[config.mk]
export PLATFORM = sky130hd
export DESIGN_NAME = cle_label_reader
export DESIGN_NICKNAME = d
export VERILOG_FILES = /design/src/rtl/cle_pkg.sv /design/src/rtl/cle_label_cam.sv /design/src/rtl/cle_label_reader.sv
export SDC_FILE = /design/constraint.sdc
export NUM_CORES = 1
export LEC_CHECK = 0
export ABC_AREA = 1
export BUFFER_PORTS_ARGS = -buffer_cell sky130_fd_sc_hd__buf_2
export CORE_ASPECT_RATIO = 1.1
export CORE_UTILIZATION = 45
export DETAILED_ROUTE_END_ITERATION = 6
export GPL_TIMING_DRIVEN = 0
export PLACE_DENSITY_LB_ADDON = 0.12
export SLEW_MARGIN = 20
export SYNTH_ARGS = -nofsm -noshare
export SYNTH_HDL_FRONTEND = slang
export SYNTH_SLANG_ARGS = --single-unit
export TNS_END_PERCENT = 50
[constraint.sdc]
create_clock -name clk -period 10.11 [get_ports clk]
set_clock_uncertainty 0.1 [all_clocks]
set_input_delay 0 -clock clk [delete_from_list [all_inputs] [get_ports clk]]
set_output_delay 0 -clock clk [all_outputs]
set_load 0.1 [all_outputs]
[src/rtl/cle_pkg.sv]
// cle_pkg
// Shared constants and types for the CLE label read-back slice.
//   IMG_W / IMG_PIX : image side length and total pixel count of the label map
//   SRAM_AW / ROM_AW: label-SRAM word address width and mask-byte index width
//   MAX_OBJ / AREA_W: label-table depth and per-label area counter width
//   state_t         : read-back sequencer states
//   label_entry_t   : one label-table slot {label, area}
package cle_pkg;

    localparam int IMG_W   = 32;
    localparam int IMG_PIX = IMG_W * IMG_W;
    localparam int SRAM_AW = 10;
    localparam int ROM_AW  = 7;
    localparam int MAX_OBJ = 8;
    localparam int AREA_W  = 11;
    localparam int OBJ_W   = 4;
    localparam int SEL_W   = 3;

    localparam logic [AREA_W-1:0] AREA_MAX = '1;

    typedef enum logic [1:0] {
        IDLE,
        SCAN,
        FLUSH,
        DONE
    } state_t;

    typedef struct packed {
        logic [7:0]        label;
        logic [AREA_W-1:0] area;
    } label_entry_t;

endpackage

[src/rtl/cle_label_cam.sv]
// cle_label_cam
// Small content-addressable table of distinct non-zero labels with a pixel
// area per label. Every entry is compared against the incoming pixel in the
// same cycle, so a hit and an allocation are resolved in one clock.
// Ports:
//   clk, reset : clock and asynchronous active-high reset
//   clear      : empties the table and drops the overflow flag
//   valid      : pixel carries a map word this cycle
//   pixel      : label value read from the map (0 = background)
//   rd_sel     : entry select for the read port
//   obj_cnt    : number of occupied entries
//   overflow   : sticky, a new label was seen while the table was full
//   rd_label   : label of entry rd_sel, 0 when the entry is unused
//   rd_area    : area of entry rd_sel, 0 when the entry is unused
module cle_label_cam
    import cle_pkg::*;
(
    input  logic              clk,
    input  logic              reset,
    input  logic              clear,
    input  logic              valid,
    input  logic [7:0]        pixel,
    input  logic [SEL_W-1:0]  rd_sel,
    output logic [OBJ_W-1:0]  obj_cnt,
    output logic              overflow,
    output logic [7:0]        rd_label,
    output logic [AREA_W-1:0] rd_area
);

    label_entry_t [MAX_OBJ-1:0] entries_q, entries_d;
    logic [OBJ_W-1:0]           cnt_q, cnt_d;
    logic                       ovf_q, ovf_d;
    logic [MAX_OBJ-1:0]         hit;

    // Only occupied slots may match; an empty slot holds label 0 anyway,
    // but gating by count keeps the intent explicit.
    always_comb begin
        hit = '0;
        for (int i = 0; i < MAX_OBJ; i++) begin
            hit[i] = (OBJ_W'(i) < cnt_q) && (entries_q[i].label == pixel);
        end
    end

    // Hit bumps the matching area (saturating), a miss allocates the next
    // free slot, and a miss on a full table only raises overflow.
    always_comb begin
        entries_d = entries_q;
        cnt_d     = cnt_q;
        ovf_d     = ovf_q;
        if (clear) begin
            entries_d = '0;
            cnt_d     = '0;
            ovf_d     = 1'b0;
        end else if (valid && (pixel != 8'd0)) begin
            if (|hit) begin
                for (int i = 0; i < MAX_OBJ; i++) begin
                    if (hit[i] && (entries_q[i].area != AREA_MAX)) begin
                        entries_d[i].area = entries_q[i].area + 1'b1;
                    end
                end
            end else if (cnt_q < OBJ_W'(MAX_OBJ)) begin
                entries_d[cnt_q[SEL_W-1:0]].label = pixel;
                entries_d[cnt_q[SEL_W-1:0]].area  = AREA_W'(1);
                cnt_d = cnt_q + 1'b1;
            end else begin
                ovf_d = 1'b1;
            end
        end
    end

    always_ff @(posedge clk or posedge reset) begin
        if (reset) begin
            entries_q <= '0;
            cnt_q     <= '0;
            ovf_q     <= 1'b0;
        end else begin
            entries_q <= entries_d;
            cnt_q     <= cnt_d;
            ovf_q     <= ovf_d;
        end
    end

    // Selects beyond the occupied range read as empty.
    always_comb begin
        rd_label = '0;
        rd_area  = '0;
        if ({1'b0, rd_sel} < cnt_q) begin
            rd_label = entries_q[rd_sel].label;
            rd_area  = entries_q[rd_sel].area;
        end
    end

    assign obj_cnt  = cnt_q;
    assign overflow = ovf_q;

endmodule

[src/rtl/cle_label_reader.sv]
// cle_label_reader
// Read-back engine for the CLE label SRAM. Once started it walks all map
// words in address order, repacks them into one-bit-per-pixel mask bytes
// (MSB = lowest address) and feeds every word into the label table.
// Ports:
//   clk, reset  : clock and asynchronous active-high reset
//   start       : scan request, honoured only when idle or finished
//   sram_a      : SRAM read address (0 when not scanning)
//   sram_wen    : SRAM write enable, tied to 1 (read only)
//   sram_q      : SRAM read data, one cycle after the address
//   mask_byte   : most recently completed mask byte
//   mask_idx    : byte index of mask_byte
//   mask_valid  : one-cycle strobe per completed byte
//   busy        : scan in progress
//   done        : scan complete, held until the next accepted start
//   obj_cnt     : distinct labels stored
//   overflow    : sticky table-full indication
//   tbl_sel     : label-table read select
//   tbl_label   : label of selected entry
//   tbl_area    : area of selected entry
module cle_label_reader
    import cle_pkg::*;
(
    input  logic               clk,
    input  logic               reset,
    input  logic               start,
    output logic [SRAM_AW-1:0] sram_a,
    output logic               sram_wen,
    input  logic [7:0]         sram_q,
    output logic [7:0]         mask_byte,
    output logic [ROM_AW-1:0]  mask_idx,
    output logic               mask_valid,
    output logic               busy,
    output logic               done,
    output logic [OBJ_W-1:0]   obj_cnt,
    output logic               overflow,
    input  logic [SEL_W-1:0]   tbl_sel,
    output logic [7:0]         tbl_label,
    output logic [AREA_W-1:0]  tbl_area
);

    state_t              state_q, state_d;
    logic                accept;
    logic [SRAM_AW-1:0]  addr_q, addr_d;
    logic                q_valid_q, q_valid_d;
    logic [6:0]          shift_q, shift_d;
    logic [2:0]          bit_cnt_q, bit_cnt_d;
    logic [ROM_AW-1:0]   byte_cnt_q, byte_cnt_d;
    logic [ROM_AW-1:0]   mask_idx_q, mask_idx_d;
    logic [7:0]          mask_byte_q, mask_byte_d;
    logic                mask_valid_q, mask_valid_d;
    logic [7:0]          assembled;

    assign accept = start && ((state_q == IDLE) || (state_q == DONE));

    // Sequencer state register.
    always_ff @(posedge clk or posedge reset) begin
        if (reset) begin
            state_q <= IDLE;
        end else begin
            state_q <= state_d;
        end
    end

    // SCAN issues one address per cycle; FLUSH gives the final word its
    // processing cycle before reporting DONE.
    always_comb begin
        state_d = state_q;
        case (state_q)
            IDLE:    if (accept) state_d = SCAN;
            SCAN:    if (addr_q == SRAM_AW'(IMG_PIX - 1)) state_d = FLUSH;
            FLUSH:   state_d = DONE;
            DONE:    if (accept) state_d = SCAN;
            default: state_d = IDLE;
        endcase
    end

    // Status and SRAM-side outputs decoded from the current state.
    always_comb begin
        busy     = (state_q == SCAN) || (state_q == FLUSH);
        done     = (state_q == DONE);
        sram_a   = (state_q == SCAN) ? addr_q : '0;
        sram_wen = 1'b1;
    end

    // Address counter wraps back to 0 after the last word. q_valid marks
    // the cycle in which sram_q holds the word addressed one cycle earlier.
    // The 7-bit shift register plus the incoming pixel bit forms the next
    // mask byte, so the byte is published on the same edge its eighth bit
    // is absorbed.
    always_comb begin
        addr_d       = addr_q;
        q_valid_d    = (state_q == SCAN);
        shift_d      = shift_q;
        bit_cnt_d    = bit_cnt_q;
        byte_cnt_d   = byte_cnt_q;
        mask_idx_d   = mask_idx_q;
        mask_byte_d  = mask_byte_q;
        mask_valid_d = 1'b0;
        assembled    = {shift_q, (sram_q != 8'd0)};

        if (accept) begin
            addr_d      = '0;
            shift_d     = '0;
            bit_cnt_d   = '0;
            byte_cnt_d  = '0;
            mask_idx_d  = '0;
            mask_byte_d = '0;
        end else begin
            if (state_q == SCAN) begin
                addr_d = addr_q + 1'b1;
            end
            if (q_valid_q) begin
                shift_d   = assembled[6:0];
                bit_cnt_d = bit_cnt_q + 1'b1;
                if (bit_cnt_q == 3'd7) begin
                    mask_byte_d  = assembled;
                    mask_idx_d   = byte_cnt_q;
                    mask_valid_d = 1'b1;
                    byte_cnt_d   = byte_cnt_q + 1'b1;
                end
            end
        end
    end

    always_ff @(posedge clk or posedge reset) begin
        if (reset) begin
            addr_q       <= '0;
            q_valid_q    <= 1'b0;
            shift_q      <= '0;
            bit_cnt_q    <= '0;
            byte_cnt_q   <= '0;
            mask_idx_q   <= '0;
            mask_byte_q  <= '0;
            mask_valid_q <= 1'b0;
        end else begin
            addr_q       <= addr_d;
            q_valid_q    <= q_valid_d;
            shift_q      <= shift_d;
            bit_cnt_q    <= bit_cnt_d;
            byte_cnt_q   <= byte_cnt_d;
            mask_idx_q   <= mask_idx_d;
            mask_byte_q  <= mask_byte_d;
            mask_valid_q <= mask_valid_d;
        end
    end

    assign mask_byte  = mask_byte_q;
    assign mask_idx   = mask_idx_q;
    assign mask_valid = mask_valid_q;

    cle_label_cam u_cam (
        .clk      (clk),
        .reset    (reset),
        .clear    (accept),
        .valid    (q_valid_q),
        .pixel    (sram_q),
        .rd_sel   (tbl_sel),
        .obj_cnt  (obj_cnt),
        .overflow (overflow),
        .rd_label (tbl_label),
        .rd_area  (tbl_area)
    );

endmodule

== Yosys cells after proc, flatten, opt, wreduce, memory -nomap -nowiden ==
Index checks and enable logic that the tools add are counted.

* Bits in registers: 203
* Input bits: 14
* Output and inout port bits: 53
* Word-level logic and storage cells: 195

* Add/sub/neg operators: 12
* Magnitude comparators: 13
* Equal/unequal tests: 33
* Multiplexer cells: 67
* Reductions and logical operators: 43

{| class="wikitable"
|+ Operator list
! operator !! number
|-
| 152-bit two-way mux || 3
|-
| 152-bit bitwise mux || 2
|-
| 11-bit two-way mux || 18
|-
| 19-bit demux with 3-bit select || 2
|-
| 8-bit two-way mux || 12
|-
| 11-bit by 1-bit adder with 11-bit output, second input constant || 8
|-
| 11-bit != test, second input constant || 8
|-
| 8-bit equality test || 8
|-
| 19-bit binary-select mux with 3-bit select || 1
|-
| 7-bit two-way mux || 8
|-
| 19-bit two-way mux || 2
|-
| 10-bit two-way mux || 3
|-
| 3-bit AND reduction || 10
|-
| 3-bit != test, second input constant || 8
|-
| 1-bit logical AND || 19
|-
| 3-bit by 4-bit < comparator with 1-bit output, first input constant || 4
|-
| 4-bit two-way mux || 4
|-
| 10-bit by 1-bit adder with 10-bit output, second input constant || 1
|-
| 10-bit equality test, second input constant || 1
|-
| 2-bit nonzero test || 5
|-
| 1-bit by 4-bit < comparator with 1-bit output, first input constant || 2
|-
| 2-bit by 4-bit < comparator with 1-bit output, first input constant || 2
|-
| 3-bit by 4-bit < comparator with 1-bit output, second input constant || 2
|-
| 8-bit nonzero test || 1
|-
| other kinds (21) || 34
|}

== Longest topological paths before layout ==
Gate-level depths: netlist of the first run.

* Depth after elaboration: 10
* Mapped depth: 17
* Mapped depth without buffers: 15

== By module ==
Synthesis of the first run repeated with hierarchy kept, for this count alone.

* Cells, all modules: 1962
* Area total of the unflattened synthesis: 13524.2 um^2

{| class="wikitable"
|+ Modules (own cells, without submodules)
! module !! instances !! cells an instance !! area an instance (um^2) !! seq. area each (um^2)
|-
| cle_label_cam || 1 || 1698 || 11235.8 || 3928.8
|-
| cle_label_reader || 1 || 264 || 2288.4 || 1151.1
|}

== Worst setup path before layout of the first run ==
Ideal clock, no wire load.

* Path kind: flip-flop to output port
* From: register u_cam.cnt_q[1], in the netlist u_cam.obj_cnt[1]
* To: output tbl_area[7]
* Arrival: 4240 ps
* Data required time: 10010 ps
* Setup slack: 5770 ps
* Stages on the path, launching flop included: 8
* Path buffers: 0
* Cells stage by stage: dfrtp_1 -> inv_2 -> ha_1 -> o21ai_0 -> nand2_1 -> a21oi_1 -> nor2_1 -> a211oi_1

* Word-level cells in the longest chain between the ends: 2

{| class="wikitable"
|+ Ends and longest elaborated chain
! item !! RTL line !! text
|-
| from (decl) || cle_label_cam.sv:31 || <nowiki>logic [OBJ_W-1:0] cnt_q, cnt_d;</nowiki>
|-
| from (signal assigned) || cle_label_cam.sv:78 || <nowiki>cnt_q <= cnt_d;</nowiki>
|-
| 3-bit by 4-bit < comparator with 1-bit output || cle_label_cam.sv:87 || <nowiki>if ({1'b0, rd_sel} < cnt_q) begin</nowiki>
|-
| 11-bit two-way mux || cle_label_cam.sv:87 ||
|-
| to (decl) || cle_label_reader.sv:39 || <nowiki>output logic [AREA_W-1:0] tbl_area</nowiki>
|}

No other way between the ends.

== Worst setup path after layout of the first run ==
* From: register u_cam.cnt_q[1], in the netlist u_cam.obj_cnt[1]
* To: output tbl_area[6]

Same word-level chain as after synthesis.

==> impl_metrics.yaml, run 1 <==
outcome:
  outcome: "complete, but fails checks"
  violations: "hold timing"
clocking:
  cts_tree: "built"
  clk_latency_ps: 550
  post_cts.repair.setup_buffers: 0
  cts_buffer_depth: 3
  clock-sinks: 203
  h-tree-depth: 1
  clk_pin_slew_ps: 60
  cts_resized: 0
  cts_buffers: 25
  root_buffer: "clkbuf_16"
sta:
  final_hold_viol_count: 3
  tightest_slew_ps: 1069
  fin_crit_sh_pct: 36.55
  report.final.slew_viol_count: 0
  max_clock_freq_ghz: 0.2707
  fin_hold_ws_ps: -6.472
  final-setup-viol-count: 0
  rsz0062_at_grt: "false"
  finalCriticalPeriod_ps: 3695
  tns_ps: 0
  max-slew-margin-rel_pct: 28.73
setup_path:
  reg2reg_setup_slack_ps: 6910
  required_ps: 10010
  critPathKind: "flip-flop to primary output"
  rr_endpoint: "u_cam.entries_q[115]"
  timing.rr.start: "state_q[1]"
  reg2reg_depth: 13
  cp.arrival_ps: 3590
  start_kind: "flip-flop"
  end_kind: "primary output"
  crit_fanout: 10
synth:
  yosysUniqueCellTypes: 46
  synth-edff-count: 0
  yosys_warnings: 0
  synth_area_leaders: "dfrtp_1, nand2_1, nand3_1, nor2_1, inv_1"
  yosysSeqAreaShare_pct: 37.42
  syn_avg_cell_area_um2: 6.808
  synth_async_sr_flop_share_pct: 100.0
  ys_seq_elements: 203
  syn-num-nets: 2028
  synthFlopType: "dfrtp_1"
  post-synth-top-area-cell: "dfrtp_1"
  synth.most_common_cell: "nand2_1"
  synth_top_area_share_pct: 37.42
  syn-cell-area_um2: 13570
  synth_common_cells: "nand2_1, nor2_1, nand3_1"
  synth_cells: 1994
route:
  via_count: 13600
  drc: 0
  drtPass1Iterations: 5
  wl_per_cell_um: 18.29
  drt.antenna.violating_nets: 0
  routed_wl_mm: 45.40
  first_iter_violations: 1282
  viasPerCell: 5.477
pwr:
  p_comb_share_pct: 44.2
  clkPwrFrac_pct: 26.4
  netSwitchingPower_uw: 1735
  p_sw_share_pct: 47.47
  p_leak_uw: 0.007144
  power_per_cell_area_nw_per_um2: 238.0
  pwr-share-seq_pct: 29.4
  ir_worst_vdd_mv: 0.2948
  power.internal_uw: 1920
global_routing:
  grt_pass1_vias: 12900
  grt_start_max_net_pins: 83
  met2_usage_pct: 49.90
  antenna_found_initial: 0
  grt_use_met1_pct: 39.01
  grt_pass1_wl_mm: 71.64
  grt_overflow_total: 0
  grt_usage_pct: 29.98
  top_usage_layer: "met2"
  grtUsageMet3_pct: 4.703
final_layout:
  antenna_cells: 0
  layout-drive-gt1-share_pct: 9.820
  fin_util_pct: 51.80
  finalNetCount: 2123
  synthToLayoutAreaGrowth_pct: 13.13
die:
  top_level_ports: 67
  start_util_pct: 45.79
  die_y_um: 184.2
  fp.dieW_um: 167.6
  rows: 66
  core_area_um2: 29650
  die_area_um2: 30870
hold_path:
  hp-class: "input pin to asynchronous set/reset pin"
place:
  io_buffers: 57
  place_congestion: 0.9780
  dp_hpwl_mm: 33.46
run:
  max_cap_viol_count: 0
worst max path at each step:
stage / start / end / slack [ps] / cells past startpoint
after floorplan: reset / addr_q[0] / 4470 / 1
after global placement: reset / u_cam.entries_q[117] / 1630 / 2
after detailed placement: state_q[1] / u_cam.entries_q[122] / 7020 / 13
after CTS: u_cam.obj_cnt[1] / tbl_area[6] / 6530 / 9
after global routing: u_cam.obj_cnt[1] / tbl_area[5] / 6320 / 9
final: u_cam.obj_cnt[1] / tbl_area[6] / 6420 / 9
critical path, cell delays in order (launching register included):
cell and delay [ps]:
dfrtp_1 600, inv_2 150, ha_1 310, o21ai_0 70
nand2_1 70, a21oi_1 60, nor2_1 750, clkbuf_1 540
nor2_1 170, buf_2 330
per-layer routing:
layer / share of wire [%] / routed length (um)
met1: 42 / 19150
met2: 46 / 20860
met3: 7.9 / 3574
met4: 4.0 / 1821
met5: 0 / 0
kinds of logic after synthesis:
logic type | Yosys count | share of synthesized area [%]
buf+inv | 309 | 9.835
fa+ha+maj | 20 | 1.843
flops | 203 | 37.42
xor+xnor | 79 | 5.097
simple gates | 1136 | 35.77
other cells | 1 | 0.02763
compound gates | 246 | 10.00
metrics by stage:
stage          total power, uW  instances  worst slack, ps  cell area [um2]
2_1_floorplan             2232       1994             4471            13570
3_3_place_gp              2649       2425             1633            14330
3_5_place_dp              2674       2427             7016            14390
4_1_cts                   3649       2482             6532            15360
5_1_grt                   3860       2482             6316            15360
6_report                  3655       2482             6415            15360
state kept, by name, indices dropped and copies added (netlist names):
signal	count
u_cam.overflow	1
byte_cnt_q	7
mask_valid	1
u_cam.obj_cnt	4
shift_q	7
mask_idx	7
mask_byte	8
bit_cnt_q	3
q_valid_q	1
u_cam.entries_q	152
state_q	2
addr_q	10
cell usage in the layout, fill, tap and decap left out, types with 9 or more instances in the layout:
cell type,instances
clkbuf_16,25
xor2_1,45
clkbuf_1,45
nor3_1,23
xnor2_1,34
buf_4,20
ha_1,20
nand3_1,207
o21ai_1,34
dfrtp_1,203
buf_2,87
nor2_1,228
dlygate4sd3_1,9
inv_2,17
nand4_1,37
o21ai_0,114
o211ai_1,29
a21oi_1,54
inv_1,184
nand2_1,603
layout make-up:
type / instances / area [um2]
tap: 374 / 467.9
fill: 2950 / 14290
inverter: 203 / 772.0
sequential: 203 / 5080
buffer: 106 / 570.5
multi-input combinational: 1482 / 7159
clock inverter: 14 / 185.2
clock buffer: 32 / 691.9
timing repair buffer: 68 / 430.4
power groups by stage:
stage	clock (uW)	combinational (uW)	sequential [uW]
finish	964	1620	1080
global route	1010	1750	1090
CTS	978	1600	1070
detailed placement	0	1590	1080
global placement	0	1570	1080
floorplan	0	1110	1120
timing repair:
action / CTS / global route
hold buffers: 9 / 0
hold endpoints to repair: 238 / 0
setup endpoints to repair: 0 / 0
Note: power is estimated with default switching activity, not from simulation.
==> run 2: changes to the inputs <==
clock period = 3.1 ns   (was 10.11 ns; I/O delays follow)
==> run 2 against run 1 <==
Net effect: the flow now finishes without violations; critical path type unchanged; critical path depth unchanged; clock-buffer cell count increased by 1; via count decreased by 0.87%; flip-flop and latch count unchanged; highest routed layer unchanged; largest power group unchanged.
==> impl_metrics.yaml, run 2 (synthesis gave the netlist of run 1 again) <==
final_layout:
  largest_reg_flops: 152
  fin_area_um2: 15410
  finalNetCount: 2129
  layout-drive-gt1-share_pct: 10.46
  regMostFlops: "u_cam.entries_q"
  fillers: 3010
  final_common_cell: "nand2_1"
  antenna_cells: 0
  final_cell_mix: "nand2_1, nor2_1, nand3_1, dfrtp_1, inv_1"
  synthToLayoutAreaGrowth_pct: 13.54
global_routing:
  grt_pass1_wl_mm: 71.06
  grt_overflow_total: 0
  antenna_found_initial: 0
  grt_usage_pct: 29.80
  grt_start_max_net_pins: 34
  grt_pass1_vias: 12700
route:
  first_iter_violations: 1175
  via_count: 13480
  drt.antenna.violating_nets: 0
  wl_per_cell_um: 18.10
  routed_wl_mm: 45.00
  viasPerCell: 5.421
  drtPass1Iterations: 6
  drc: 0
setup_path:
  reg2reg_setup_slack_ps: 200
  start_kind: "flip-flop"
  cpPeakStageDelay_ps: 500
  reg2reg_depth: 13
  critPathKind: "flip-flop to primary output"
  cp.arrival_ps: 2890
  timing.rr.start: "u_cam.obj_cnt[0]"
  crit_slowest_cell: "dfrtp_2"
  end_kind: "primary output"
  required_ps: 3000
  crit_chain: "inv_2 > ha_1 > o21ai_0 > nand2_1 > a21oi_1 > nor2_2 > clkbuf_2 > nor2_1 > buf_2"
  rr_endpoint: "u_cam.entries_q[135]"
  crit_fanout: 10
hold_path:
  hold_depth: 5
  hp-class: "input pin to flip-flop"
  worstHoldStart: "sram_q[0]"
  min_to: "u_cam.entries_q[30]"
die:
  die_y_um: 184.2
  core_area_um2: 29650
  fp.dieW_um: 167.6
  top_level_ports: 67
  start_util_pct: 45.79
  rows: 66
  die_area_um2: 30870
sta:
  fin_ws_ps: 110.3
  fin_crit_sh_pct: 96.44
  finalCriticalPeriod_ps: 2990
  rsz0062_at_grt: "false"
  max-slew-margin-rel_pct: 36.56
  final-setup-viol-count: 0
  report.final.slew_viol_count: 0
  final_hold_viol_count: 0
  max_clock_freq_ghz: 0.3345
  tightest_slew_ps: 951.6
clocking:
  clk_pin_slew_ps: 70
  h-tree-depth: 1
  cts_buffer_depth: 3
  clk_latency_ps: 550
  cts_tree: "built"
  cts_buffers: 25
  root_buffer: "clkbuf_16"
  clock-sinks: 203
pwr:
  ir_worst_vdd_mv: 0.7477
  p_leak_uw: 0.007169
  power_per_cell_area_nw_per_um2: 758.5
place:
  place_congestion: 0.9913
  dp_slack_ps: -25.85
  io_buffers: 57
  postPlaceCellArea_um2: 14480
  dp_hpwl_mm: 33.73
outcome:
  outcome: "completed"
run:
  max_cap_viol_count: 0
-- run 2: changes by cell type in the layout (fill, tap and decap cells not counted), sizes merged --
cell | previous run | this run
buf | 123 | 126
bufinv | 4 | 0
clkbuf | 74 | 77
clkinv | 6 | 9
clkinvlp | 3 | 2
dlygate4sd3 | 9 | 10
inv | 204 | 203
-- run 2: final cells by class --
type / count / area (um2) / share of cell area, %
multi-input cells: 1482 / 7176 / 46.56
flip-flops and latches: 203 / 5082 / 32.98
inverters: 203 / 775.7 / 5.033
clock buffers: 33 / 725.7 / 4.709
plain buffers: 106 / 576.8 / 3.742
repair buffers: 74 / 543.0 / 3.523
well taps: 374 / 467.9 / 3.036
clock inverters: 11 / 65.06 / 0.4221
-- run 2: worst max-delay path by stage --
stage / start / end / slack (ps) / cells after the start
after floorplan: u_cam.obj_cnt[1] / tbl_area[7] / -1240 / 7
after global placement: reset / u_cam.entries_q[101] / -1110 / 2
after detailed placement: state_q[1] / u_cam.entries_q[117] / -30 / 13
after CTS: u_cam.obj_cnt[1] / tbl_area[5] / 0.4 / 9
after global routing: u_cam.obj_cnt[1] / tbl_area[5] / 6 / 9
final: u_cam.obj_cnt[1] / tbl_label[3] / 110 / 9
-- run 2: stage by stage --
step | utilization (%) | TNS (ps) | std cells | power [uW] | hold slack, ps
6_report | 51.99 | 0 | 2486 | 11690 | 158.8
5_1_grt | 51.99 | 0 | 2486 | 12360 | 189.3
4_1_cts | 51.90 | 0 | 2486 | 11630 | 146.5
3_5_place_dp | 48.84 | -219.4 | 2432 | 8729 | -96.80
3_3_place_gp | 48.34 | -220930 | 2425 | 8639 | 276.8
2_1_floorplan | - | -7897 | 1994 | 7279 | 157.4
-- run 2: worst max-delay path: cells and delay by family (launching register included) --
| family | cells | cell delay (ps) |
|---|---|---|
| buf+inv | 3 | 800 |
| simple gates | 3 | 580 |
| flops | 1 | 500 |
| fa+ha+maj | 1 | 290 |
| compound gates | 2 | 160 |
-- run 2: routing by layer --
layer  wire [um]  GRT usage (%)
met1       19010          38.85
met5           0              0
met3        3507          4.746
met2       20820          49.80
met4        1666          11.16
-- run 2: what timing repair did --
item / CTS / global route
resized for setup: 6 / 14
endpoints found under the setup margin: 36 / 126
hold buffers: 10 / 0
hold endpoints to repair: 215 / 0
pin swaps: 0 / 0
buffers inserted: 0 / 0
-- run 2: where the power goes --
group	switching (uW)	leakage (uW)	internal (uW)
sequential	439	0.00279	3070
combinational	3990	0.00398	1320
clock	1220	0.000400	1640
total	5650	0.00717	6040
==> run 3: changes to the inputs <==
BUFFER_PORTS_ARGS = -buffer_cell sky130_fd_sc_hd__buf_4   (was -buffer_cell sky130_fd_sc_hd__buf_2)
==> run 3 against run 2 <==
Net effect: sequential power about the same; wire length increased by 0.54%; setup slack improved by 12 ps; power increased by 3.5%; hold slack improved by 12 ps; clock-buffer cell count decreased by 1; core utilization increased by 0.79 points; flip-flop and latch count unchanged; largest power group unchanged.
==> impl_metrics.yaml, run 3 (synthesis gave the netlist of run 1 again) <==
setup_path:
  timing.rr.start: "u_cam.obj_cnt[0]"
  reg2reg_setup_slack_ps: 120
  crit_fanout: 10
  crit_end: "u_cam.entries_q[138]"
  cp-startpoint: "u_cam.obj_cnt[0]"
  critPathKind: "flip-flop to flip-flop"
  rr_endpoint: "u_cam.entries_q[138]"
  cp.arrival_ps: 3350
  start_kind: "flip-flop"
  end_kind: "flip-flop"
  required_ps: 3470
  reg2reg_depth: 14
die:
  die_area_um2: 30870
  top_level_ports: 67
  start_util_pct: 45.79
  die_y_um: 184.2
  core_area_um2: 29650
  fp.dieW_um: 167.6
  rows: 66
route:
  drc: 0
  wl_per_cell_um: 18.18
  via_count: 13450
  drtPass1Iterations: 6
  first_iter_violations: 1206
  viasPerCell: 5.407
  drt.antenna.violating_nets: 0
  routed_wl_mm: 45.24
pwr:
  p_leak_uw: 0.007215
  ir_worst_vdd_mv: 1.209
  p_total_uw: 12100
  power_per_cell_area_nw_per_um2: 773.7
clocking:
  post_cts.repair.setup_buffers: 0
  cts_buffers: 25
  clock-sinks: 203
  clk_pin_slew_ps: 60
  clk_latency_ps: 560
  cts_tree: "built"
  root_buffer: "clkbuf_16"
  h-tree-depth: 1
  cts_buffer_depth: 3
place:
  dp_hpwl_mm: 33.80
  placed_cells: 2432
  io_buffers: 57
  place_congestion: 1.003
final_layout:
  antenna_cells: 0
  fillers: 2964
  layout-drive-gt1-share_pct: 10.41
  synthToLayoutAreaGrowth_pct: 15.25
  largest_reg_flops: 152
  final_cells: 2488
  final_cell_mix: "nand2_1, nor2_1, nand3_1, dfrtp_1, inv_1"
  final_common_cell: "nand2_1"
  finalNetCount: 2129
  regMostFlops: "u_cam.entries_q"
global_routing:
  grt_pass1_wl_mm: 71.72
  grt_usage_pct: 30.01
  grt_overflow_total: 0
  antenna_found_initial: 1
  grt_pass1_vias: 13070
  grt_start_max_net_pins: 33
sta:
  finalCriticalPeriod_ps: 2978
  rsz0062_at_grt: "false"
  fin_hold_ws_ps: 171.3
  final-setup-viol-count: 0
  max-slew-margin-rel_pct: 32.67
  max_clock_freq_ghz: 0.3358
  final_hold_viol_count: 0
  fin_crit_sh_pct: 96.06
  tightest_slew_ps: 1010
  report.final.slew_viol_count: 0
hold_path:
  hp-class: "input pin to flip-flop"
outcome:
  outcome: "completed"
run:
  max_cap_viol_count: 0
run 3: area by class of cell:
cell class	instances	area [um2]	share of cell area [%]
flip-flops and latches	203	5082	32.49
clock inverters	14	197.7	1.264
clock buffers	32	701.9	4.487
well taps	374	467.9	2.991
multi-input cells	1482	7168	45.82
plain buffers	106	575.6	3.679
inverters	203	775.7	4.958
repair buffers	74	675.6	4.319
run 3: through the flow:
stage / cell area, um2 / worst slack, ps / util [%] / TNS, ps
6_report: 15650 / 122.0 / 52.77 / 0
5_1_grt: 15650 / 3.810 / 52.77 / 0
4_1_cts: 15630 / 58.64 / 52.73 / 0
3_5_place_dp: 14620 / 43.40 / 49.32 / 0
3_3_place_gp: 14470 / -1112 / 48.82 / -221270
2_1_floorplan: 13580 / -1240 / - / -7897
run 3: per-layer routing:
layer / track usage [%] / wire length (um)
met5: 0 / 0
met4: 14.06 / 2255
met2: 49.40 / 20620
met3: 5.239 / 3307
met1: 38.39 / 19050
run 3: worst min path at each step:
stage               startpoint                   to  slack (ps)  cells past startpoint
finish               sram_q[0]  u_cam.entries_q[30]         170                      5
global route         sram_q[0]  u_cam.entries_q[30]         220                      5
CTS                  sram_q[0]  u_cam.entries_q[30]         140                      5
detailed placement       reset          mask_idx[0]         -20                      2
global placement         start           state_q[0]         270                      4
floorplan                start           state_q[0]         160                      3
run 3: where the power goes:
group / total, uW / internal [uW] / switching [uW] / leakage (uW)
logic: 5390 / 1390 / 4000 / 0.00398
registers: 3520 / 3070 / 445 / 0.00279
clock network: 3200 / 1940 / 1250 / 0.000441
run 3: timing repair:
item | CTS | global route
gates resized for setup | 4 | 8
hold endpoints to repair | 150 | 0
hold buffers | 10 | 0
cloned | 0 | 0
setup endpoints to repair | 18 | 112
pin swaps | 0 | 0
run 3: worst max-delay path, cell delays in order (launching register included):
cell and delay, ps:
dfrtp_2 510, inv_2 130, ha_1 250, o21ai_1 290, nand3_1 130, nor2_1 100, nand2_1 70, nand2_1 100
nor2_4 90, nand3_4 210, nand2_2 260, nor2_1 230, buf_2 270, nand2_1 90, nand2_1 70
